<file path="src/rtl/alu_arbiter_pkg.sv">
// rtl/alu_arbiter_pkg.sv - shared ALU control codes and datapath width
package alu_arbiter_pkg;

    localparam int DATA_W = 32;

    localparam logic [2:0] CTRL_AND = 3'b000;
    localparam logic [2:0] CTRL_OR  = 3'b001;
    localparam logic [2:0] CTRL_ADD = 3'b010;
    localparam logic [2:0] CTRL_SUB = 3'b110;

endpackage

</file>
<file path="src/rtl/alu_arbiter_alu.sv">
// rtl/alu_arbiter_alu.sv - combinational ALU shared by both arbiter ports
module alu_arbiter_alu
    import alu_arbiter_pkg::*;
(
    input  logic [DATA_W-1:0] SourceA,
    input  logic [DATA_W-1:0] SourceB,
    input  logic [2:0]        aluCtrl,
    output logic [DATA_W-1:0] ALUResult
);

    // Decode the control code; unknown codes give zero, arithmetic wraps
    always_comb begin
        ALUResult = '0;
        case (aluCtrl)
            CTRL_AND: ALUResult = SourceA & SourceB;
            CTRL_OR:  ALUResult = SourceA | SourceB;
            CTRL_ADD: ALUResult = SourceA + SourceB;
            CTRL_SUB: ALUResult = SourceA - SourceB;
            default:  ALUResult = '0;
        endcase
    end

endmodule

</file>
<file path="src/rtl/alu_arbiter.sv">
// rtl/alu_arbiter.sv - two-port arbiter sharing one ALU with registered responses
module alu_arbiter
    import alu_arbiter_pkg::*;
#(
    parameter bit RR_EN = 1'b1
)
(
    input  logic              clk,
    input  logic              reset,
    input  logic              req0_valid,
    output logic              req0_ready,
    input  logic [DATA_W-1:0] req0_a,
    input  logic [DATA_W-1:0] req0_b,
    input  logic [2:0]        req0_ctrl,
    output logic              rsp0_valid,
    input  logic              rsp0_ready,
    output logic [DATA_W-1:0] rsp0_result,
    input  logic              req1_valid,
    output logic              req1_ready,
    input  logic [DATA_W-1:0] req1_a,
    input  logic [DATA_W-1:0] req1_b,
    input  logic [2:0]        req1_ctrl,
    output logic              rsp1_valid,
    input  logic              rsp1_ready,
    output logic [DATA_W-1:0] rsp1_result
);

    logic              ptr_q, ptr_d;
    logic              rsp0_valid_q, rsp0_valid_d;
    logic              rsp1_valid_q, rsp1_valid_d;
    logic [DATA_W-1:0] rsp0_result_q, rsp0_result_d;
    logic [DATA_W-1:0] rsp1_result_q, rsp1_result_d;

    logic              elig0, elig1, grant0, grant1;
    logic [DATA_W-1:0] alu_a, alu_b, alu_result;
    logic [2:0]        alu_ctrl;

    // Grant decision: a port may win only if its response slot is free or draining now
    always_comb begin
        elig0  = req0_valid && (!rsp0_valid_q || rsp0_ready);
        elig1  = req1_valid && (!rsp1_valid_q || rsp1_ready);
        // Port 1 wins a tie only in round-robin mode with the pointer on it
        grant0 = !reset && elig0 && !(elig1 && RR_EN && ptr_q);
        grant1 = !reset && elig1 && !grant0;
    end

    assign req0_ready = grant0;
    assign req1_ready = grant1;

    // Operand mux feeding the single shared ALU
    always_comb begin
        alu_a    = grant1 ? req1_a    : req0_a;
        alu_b    = grant1 ? req1_b    : req0_b;
        alu_ctrl = grant1 ? req1_ctrl : req0_ctrl;
    end

    alu_arbiter_alu u_alu (
        .SourceA   (alu_a),
        .SourceB   (alu_b),
        .aluCtrl   (alu_ctrl),
        .ALUResult (alu_result)
    );

    // Next state: a grant refills the slot, a drain without grant empties it
    always_comb begin
        rsp0_valid_d  = grant0 || (rsp0_valid_q && !rsp0_ready);
        rsp1_valid_d  = grant1 || (rsp1_valid_q && !rsp1_ready);
        rsp0_result_d = grant0 ? alu_result : rsp0_result_q;
        rsp1_result_d = grant1 ? alu_result : rsp1_result_q;
        ptr_d         = ptr_q;
        if (RR_EN && grant0) begin
            ptr_d = 1'b1;
        end else if (RR_EN && grant1) begin
            ptr_d = 1'b0;
        end
    end

    // State registers; reset drops any held or just-accepted result
    always_ff @(posedge clk) begin
        if (reset) begin
            ptr_q         <= 1'b0;
            rsp0_valid_q  <= 1'b0;
            rsp1_valid_q  <= 1'b0;
            rsp0_result_q <= '0;
            rsp1_result_q <= '0;
        end else begin
            ptr_q         <= ptr_d;
            rsp0_valid_q  <= rsp0_valid_d;
            rsp1_valid_q  <= rsp1_valid_d;
            rsp0_result_q <= rsp0_result_d;
            rsp1_result_q <= rsp1_result_d;
        end
    end

    assign rsp0_valid  = rsp0_valid_q;
    assign rsp1_valid  = rsp1_valid_q;
    assign rsp0_result = rsp0_result_q;
    assign rsp1_result = rsp1_result_q;

endmodule

</file>
<file path="config.mk">
export PLATFORM = sky130hd
export DESIGN_NAME = alu_arbiter
export DESIGN_NICKNAME = d
export VERILOG_FILES = /design/src/rtl/alu_arbiter_pkg.sv /design/src/rtl/alu_arbiter_alu.sv /design/src/rtl/alu_arbiter.sv
export SDC_FILE = /design/constraint.sdc
export NUM_CORES = 1
export LEC_CHECK = 0
export ABC_AREA = 0
export CAP_MARGIN = 20
export CORE_MARGIN = 1.5
export CORE_UTILIZATION = 50
export DETAILED_ROUTE_END_ITERATION = 7
export DONT_BUFFER_PORTS = 1
export GPL_TIMING_DRIVEN = 0
export PLACE_DENSITY_LB_ADDON = 0.15
export SLEW_MARGIN = 15
export SYNTH_ARGS = -nofsm -noshare
export SYNTH_HDL_FRONTEND = slang
export SYNTH_SLANG_ARGS = --single-unit
</file>
<file path="constraint.sdc">
create_clock -name clk -period 5.1 [get_ports clk]
set_clock_uncertainty 0.1 [all_clocks]
set_input_delay 1.275 -clock clk [delete_from_list [all_inputs] [get_ports clk]]
set_output_delay 1.275 -clock clk [all_outputs]
set_load 0.01 [all_outputs]
</file>
[Yosys cells after proc, flatten, opt, wreduce, memory -nomap -nowiden]
Cells that the tools add are included.
Cells by class
  reductions and logical operators: 22
  bitwise operators: 2
  multiplexer cells: 6
  equal/unequal tests: 3
  $add $sub $neg: 2
Operators with widths (count)
  $pmux W32 S4: 1
  $mux W32: 2
  $add A32 B32 Y32: 1
  $and A32 B32 Y32: 1
  $or A32 B32 Y32: 1
  $sub A32 B32 Y32: 1
  $logic_and A1 B1 Y1: 9
  $logic_not A1 Y1: 7
  $logic_or A1 B1 Y1: 4
  $eq A3 B1 Y1 const B: 1
  $eq A3 B2 Y1 const B: 1
  $eq A3 B3 Y1 const B: 1
  $logic_not A3 Y1: 1
  $mux W3: 1
  $mux W1: 2
  $reduce_bool A2 Y1: 1
Storage, ports and cells
  register bits after elaboration: 67
  input bits: 140
  logic and storage cells: 40
  output and inout bits: 68

[Longest topological paths before layout]
  depth in word-level cells: 11
  gate-level depth with buffers: 22
  depth with buffers taken out: 18

[Cells and area by module]
From an unflattened synthesis, not the netlist that was laid out.
Unflattened totals
  cell total of the unflattened synthesis: 808
  area, all modules: 6312.3 µm²
Modules (own cells, without submodules)
  alu_arbiter: times used 1, sequential area each 1341.3 µm², cells an instance 335, area each 3159.3 µm²
  alu_arbiter_alu: times used 1, sequential area each 0.0 µm², cells an instance 473, area each 3153.0 µm²

[Worst setup path before layout]
Ideal clock, no wire load.
  path kind: input port to flip-flop
  start: input rsp1_ready
  end: register rsp0_result_q[28], in the netlist rsp0_result[28]
  cell stages on the path: 19
  library setup time: 0.151 ns
  data required time: 4.849 ns
  data arrival time: 5.225 ns
  path buffers: 3
  path slack: -0.376 ns
  cell sequence: or2b_2 > o211ai_4 > buf_8 > buf_6 > buf_6 > mux2i_1 > ha_1 > and4_1 > and2b_4 > a31oi_4 > xor2_1 > ha_1 > a2111oi_1 > a21oi_1 > or2_0 > o211a_1 > o21ai_0 > mux2i_1 > a41oi_1
On the way
  word-level cells in the longest chain between the ends: 10
  elaborated cells on any way between the ends: 20
  those cells by class: add/sub: 2; eq/ne: 3; mux: 4; bitwise: 2; reduce/logical: 9
RTL lines
  start, declared: RTL line alu_arbiter.sv:24  | input logic rsp1_ready,
  $logic_or A1 B1 Y1 (*): RTL line alu_arbiter.sv:41  | elig1 = req1_valid && (!rsp1_valid_q || rsp1_ready);
  $logic_and A1 B1 Y1 (*): RTL line alu_arbiter.sv:41
  $logic_and A1 B1 Y1: RTL line alu_arbiter.sv:43  | grant0 = !reset && elig0 && !(elig1 && RR_EN && ptr_q);
  $logic_not A1 Y1: RTL line alu_arbiter.sv:43
  $logic_and A1 B1 Y1: RTL line alu_arbiter.sv:43
  $logic_not A1 Y1: RTL line alu_arbiter.sv:44  | grant1 = !reset && elig1 && !grant0;
  $logic_and A1 B1 Y1: RTL line alu_arbiter.sv:44
  $mux W32 (tied with other cells): RTL line alu_arbiter.sv:52  | alu_a = grant1 ? req1_a : req0_a;
  $sub A32 B32 Y32 (tied with other cells): RTL line alu_arbiter_alu.sv:18  | CTRL_SUB: ALUResult = SourceA - SourceB;
  $pmux W32 S4: RTL line alu_arbiter_alu.sv:14  | case (aluCtrl)
  end signal, assigned: RTL line alu_arbiter.sv:90  | rsp0_result_q <= rsp0_result_d;
  end, declared: RTL line alu_arbiter.sv:31  | logic [DATA_W-1:0] rsp0_result_q, rsp0_result_d;
Every way passes the cells marked *; elsewhere a longest branch is shown, timed or not.
A chain may end at the register's enable or synchronous reset.

[Final worst setup path]
  start: input rsp1_ready
  end: register rsp1_result_q[29], in the netlist rsp1_result[29]
On the way
  word-level cells in the longest chain between the ends: 10
  elaborated cells on any way between the ends: 20
  those cells by class: add/sub: 2; eq/ne: 3; mux: 4; bitwise: 2; reduce/logical: 9
RTL lines
  $logic_or A1 B1 Y1 (*): RTL line alu_arbiter.sv:41
  $logic_and A1 B1 Y1 (*): RTL line alu_arbiter.sv:41
  $logic_and A1 B1 Y1: RTL line alu_arbiter.sv:43
  $logic_not A1 Y1: RTL line alu_arbiter.sv:43
  $logic_and A1 B1 Y1: RTL line alu_arbiter.sv:43
  $logic_not A1 Y1: RTL line alu_arbiter.sv:44
  $logic_and A1 B1 Y1 (*): RTL line alu_arbiter.sv:44
  $mux W32 (tied with other cells): RTL line alu_arbiter.sv:52
  $sub A32 B32 Y32 (tied with other cells): RTL line alu_arbiter_alu.sv:18
  $pmux W32 S4: RTL line alu_arbiter_alu.sv:14
  end signal, assigned: RTL line alu_arbiter.sv:91  | rsp1_result_q <= rsp1_result_d;
  end, declared: RTL line alu_arbiter.sv:32  | logic [DATA_W-1:0] rsp1_result_q, rsp1_result_d;
Marks and branches as above.

==> impl_results.md <==
* PwrDens at 291 nW/um^2
* Total grt overflow at 0
* Finish-stage setup viols at 8
* Syn nets at 1056
* Most common cell on crit path: buf_12
* Total power at 2.35 mW
* Port bufs at 0
* Site Rows at 41
* Hold_sp: rsp0_result[3]$_SDFFE_PP0P_
* Gate power share at 47.3%
* Routed len/inst at 24.0 um
* Max-cap viol count at 0
* Area of the multi-input gates at 5510 um^2
* Setup ws final at -53.6 ps
* Hold Crit Endpoint: rsp0_result[3]$_SDFFE_PP0P_
* Setup TNS at -147 ps
* Die width at 118 um
* Number of remaining DRC errors at 0
* Share of layout cells above drive strength 1 at 20.7%
* CP peak stage delay at 380 ps
* Required @ worst endpoint at 5250 ps
* Clock-pin slew on the worst setup and hold paths at 50 ps
* Vias in the first global route at 6960
* Avg Cell Area, Syn at 7.53 um^2
* Synth Instances at 881
* Drt first-iter violations at 889
* EDFF count, synth at 0
* Die ar. at 14000 um^2
* Clock sinks at 67
* Synth warnings at 0
* Tcrit/Tclk final at 101%
* Via-to-Cell Ratio at 6.71
* Netlist cell types at 80
* Placed insts at 1053
* Slew margin rel. at 47.8%
* FF/Latch Area at 1340 um^2
* Area grow syn2layout at 21.7%
* VDD IR-drop max at 0.204 mV
* GR Util All Layers at 35.7%
* Nets@finish at 1102
* Switching share of total power at 40.0%
* Vias at 7413
* Fraction of registers with async set/reset at 0%
* Number of fill cells at 1125
* Number of hold buffers added after CTS at 0
* Starting Density at 51.9%
* Router iterations before antenna repair at 6
* WHS at 400 ps
* Detailed Place HPWL at 20300 um
* Worst-Skew Late Latency at 320 ps
* H-tree depth at 3
* Fmax at 194 MHz
* Sequential-to-total area share from yosys stat at 20.2%
* WHS Path Cells at 2
* Total wire length at 26500 um
* CTS tree: done
* Cell taking the most area after synthesis: dfxtp_1
* R2r endpoint: rsp1_result[29]$_SDFFE_PP0N_
* Final Hold Viols at 0
* RD Place Congestion at 0.953
* Ports at 208
* Largest net degree at the start of global routing at 12
* Least-Margin Pin Slew at 782 ps
* Initial antenna violation count at 0
* Top delay family on crit path: compound AO/OA/AOI/OAI gates
* TritonCTS Buffers at 9
* CP Launch Type: primary input
* Kind of critical path: primary input to flop
* Failing checks: setup timing
* Worst Path Arrival at 5300 ps
* Worst-path fanout max at 7
* Post-DRT Antenna Nets at 0
* Buf+Inv Stages, Crit Path at 4
* Slowest-stage cell, CP: o311a_4
* Synth Flop Type: dfxtp_1
* Diodes inserted at 0
* Die Height at 118 um
* Mapped cell area at 6630 um^2
* R2r startpoint: rsp0_valid$_SDFF_PP0_
* Post-synth top cells: 86 x nor2_1, 82 x a21oi_1, 75 x o21ai_0
* Final min period at 5150 ps
* Util after Layout at 63.2%
* Max Slew Vio Count at 0
* Net Switching at 0.938 mW
* Endpoint class of the critical path: flop
* Leak Pwr at 3.30 nW
* Sequential group share of total power at 27.3%
* Clk root buf: clkbuf_16
* Post-synth top area share at 20.2%
* Hold WC Path Type: flop to flop
* CP Cell Sequence: or2b_4, o211ai_4, buf_12, buf_12, buf_12, mux2i_4, ha_4, and4_4, and2b_4, a31oi_4, xor2_1, ha_2, a2111oi_4, o221a_2, nor3b_2, a31oi_4, o21ai_4, buf_6, o311a_4, and3_4, nor3_2
* Post-DP Area at 6920 um^2
* Worst slack at placement at -1100 ps
* RSZ-0062 raised after global routing: true
* R2R Setup Slk at 440 ps
* First-pass GRT wire length at 39000 um
* Yosys reg bits at 67
* Fin cells at 1104
* Non-Filler Cell Area, Final at 8070 um^2
* Core ar. at 12800 um^2
* Clock power share at 25.4%
* Bufs on Longest Clock Path at 2
* Worst R2R Path Depth at 21
* Status: complete, but fails checks
* Int Power at 1.41 mW
* Count leader, synth: nor2_1
* Synth area leaders: dfxtp_1 20%, mux2i_1 8.6%, ha_1 6.4%
[cell families (layout without fill, tap and decap cells)]
logic type | Yosys count | in the layout | share of synthesized area [%]
and+or+nand+nor | 298 | 298 | 21.8
xor gates and xnor gates | 46 | 46 | 6.07
buffers and inverters | 77 | 128 | 5.77
AOI/OAI and AO/OA | 275 | 275 | 26.3
muxes | 74 | 74 | 11.7
DFF | 67 | 67 | 20.2
adders and majority gates | 44 | 44 | 8.11
[tightest hold or removal path: cells and delay by family, from the launching register on]
family        cells  cell delay, ps
simple gates      2             110
flops             1             340
[metal layers]
metal  vias up  part of all wire, %  track usage, %
li1       3344                    -               -
met1      3500                   39            45.1
met2       482                   47            59.8
met3        87                   10            7.43
met4         0                  4.3            13.0
met5         -                    0               0
[cells in the final DEF, fill, tap and decap left out, drive strengths merged, types with 14 or more instances in the layout]
master,count
a211oi,24
a21oi,85
buf,55
clkbuf,38
dfxtp,67
ha,34
inv,29
mux2,14
mux2i,60
nand2,63
nand3,37
nor2,86
nor3,33
nor4,15
o21ai,78
xnor2,27
xor2,19
[how the worst max path moves through the flow]
stage | from | to | slack, ps | cells past startpoint
after global routing | rsp1_ready | rsp1_result[29]$_SDFFE_PP0N_ | -100 | 21
after CTS | rsp1_ready | rsp1_result[27]$_SDFFE_PP0N_ | -2 | 20
after detailed placement | req0_valid | rsp0_result[20]$_SDFFE_PP0P_ | -1100 | 17
after floorplan | rsp1_ready | rsp0_result[26]$_SDFFE_PP0P_ | -120 | 20
final | rsp1_ready | rsp1_result[29]$_SDFFE_PP0N_ | -50 | 21
after global placement | req0_valid | rsp0_result[20]$_SDFFE_PP0P_ | -1060 | 17
[timing repair]
item | 4_1_cts | 5_1_grt
resized for setup | 45 | 73
buffers inserted | 20 | 15
gates cloned | 0 | 0
endpoints found under the setup margin | 50 | 40
pin swaps | 14 | 31
[layout make-up]
type / count / area share (%)
multi-input cells: 737 / 68.2
flip-flops and latches: 67 / 16.6
plain buffers: 47 / 4.01
repair buffers: 35 / 3.55
clock buffers: 11 / 2.88
well taps: 172 / 2.67
inverters: 30 / 1.40
clock inverters: 5 / 0.667
[power groups by stage]
| stage | combinational [mW] | sequential, mW | clock, mW |
|---|---|---|---|
| 3_5_place_dp | 0.887 | 0.652 | 0 |
| 4_1_cts | 0.968 | 0.641 | 0.600 |
| 6_report | 1.11 | 0.642 | 0.595 |
| 2_1_floorplan | 0.672 | 0.637 | 0 |
| 5_1_grt | 1.19 | 0.645 | 0.622 |
| 3_3_place_gp | 0.873 | 0.651 | 0 |
[state kept, by name, indices dropped and copies added, names as in the netlist]
signal,flops
ptr_q,1
rsp0_valid,1
rsp1_result,32
rsp0_result,32
rsp1_valid,1
(Power assumes the default switching activity.)
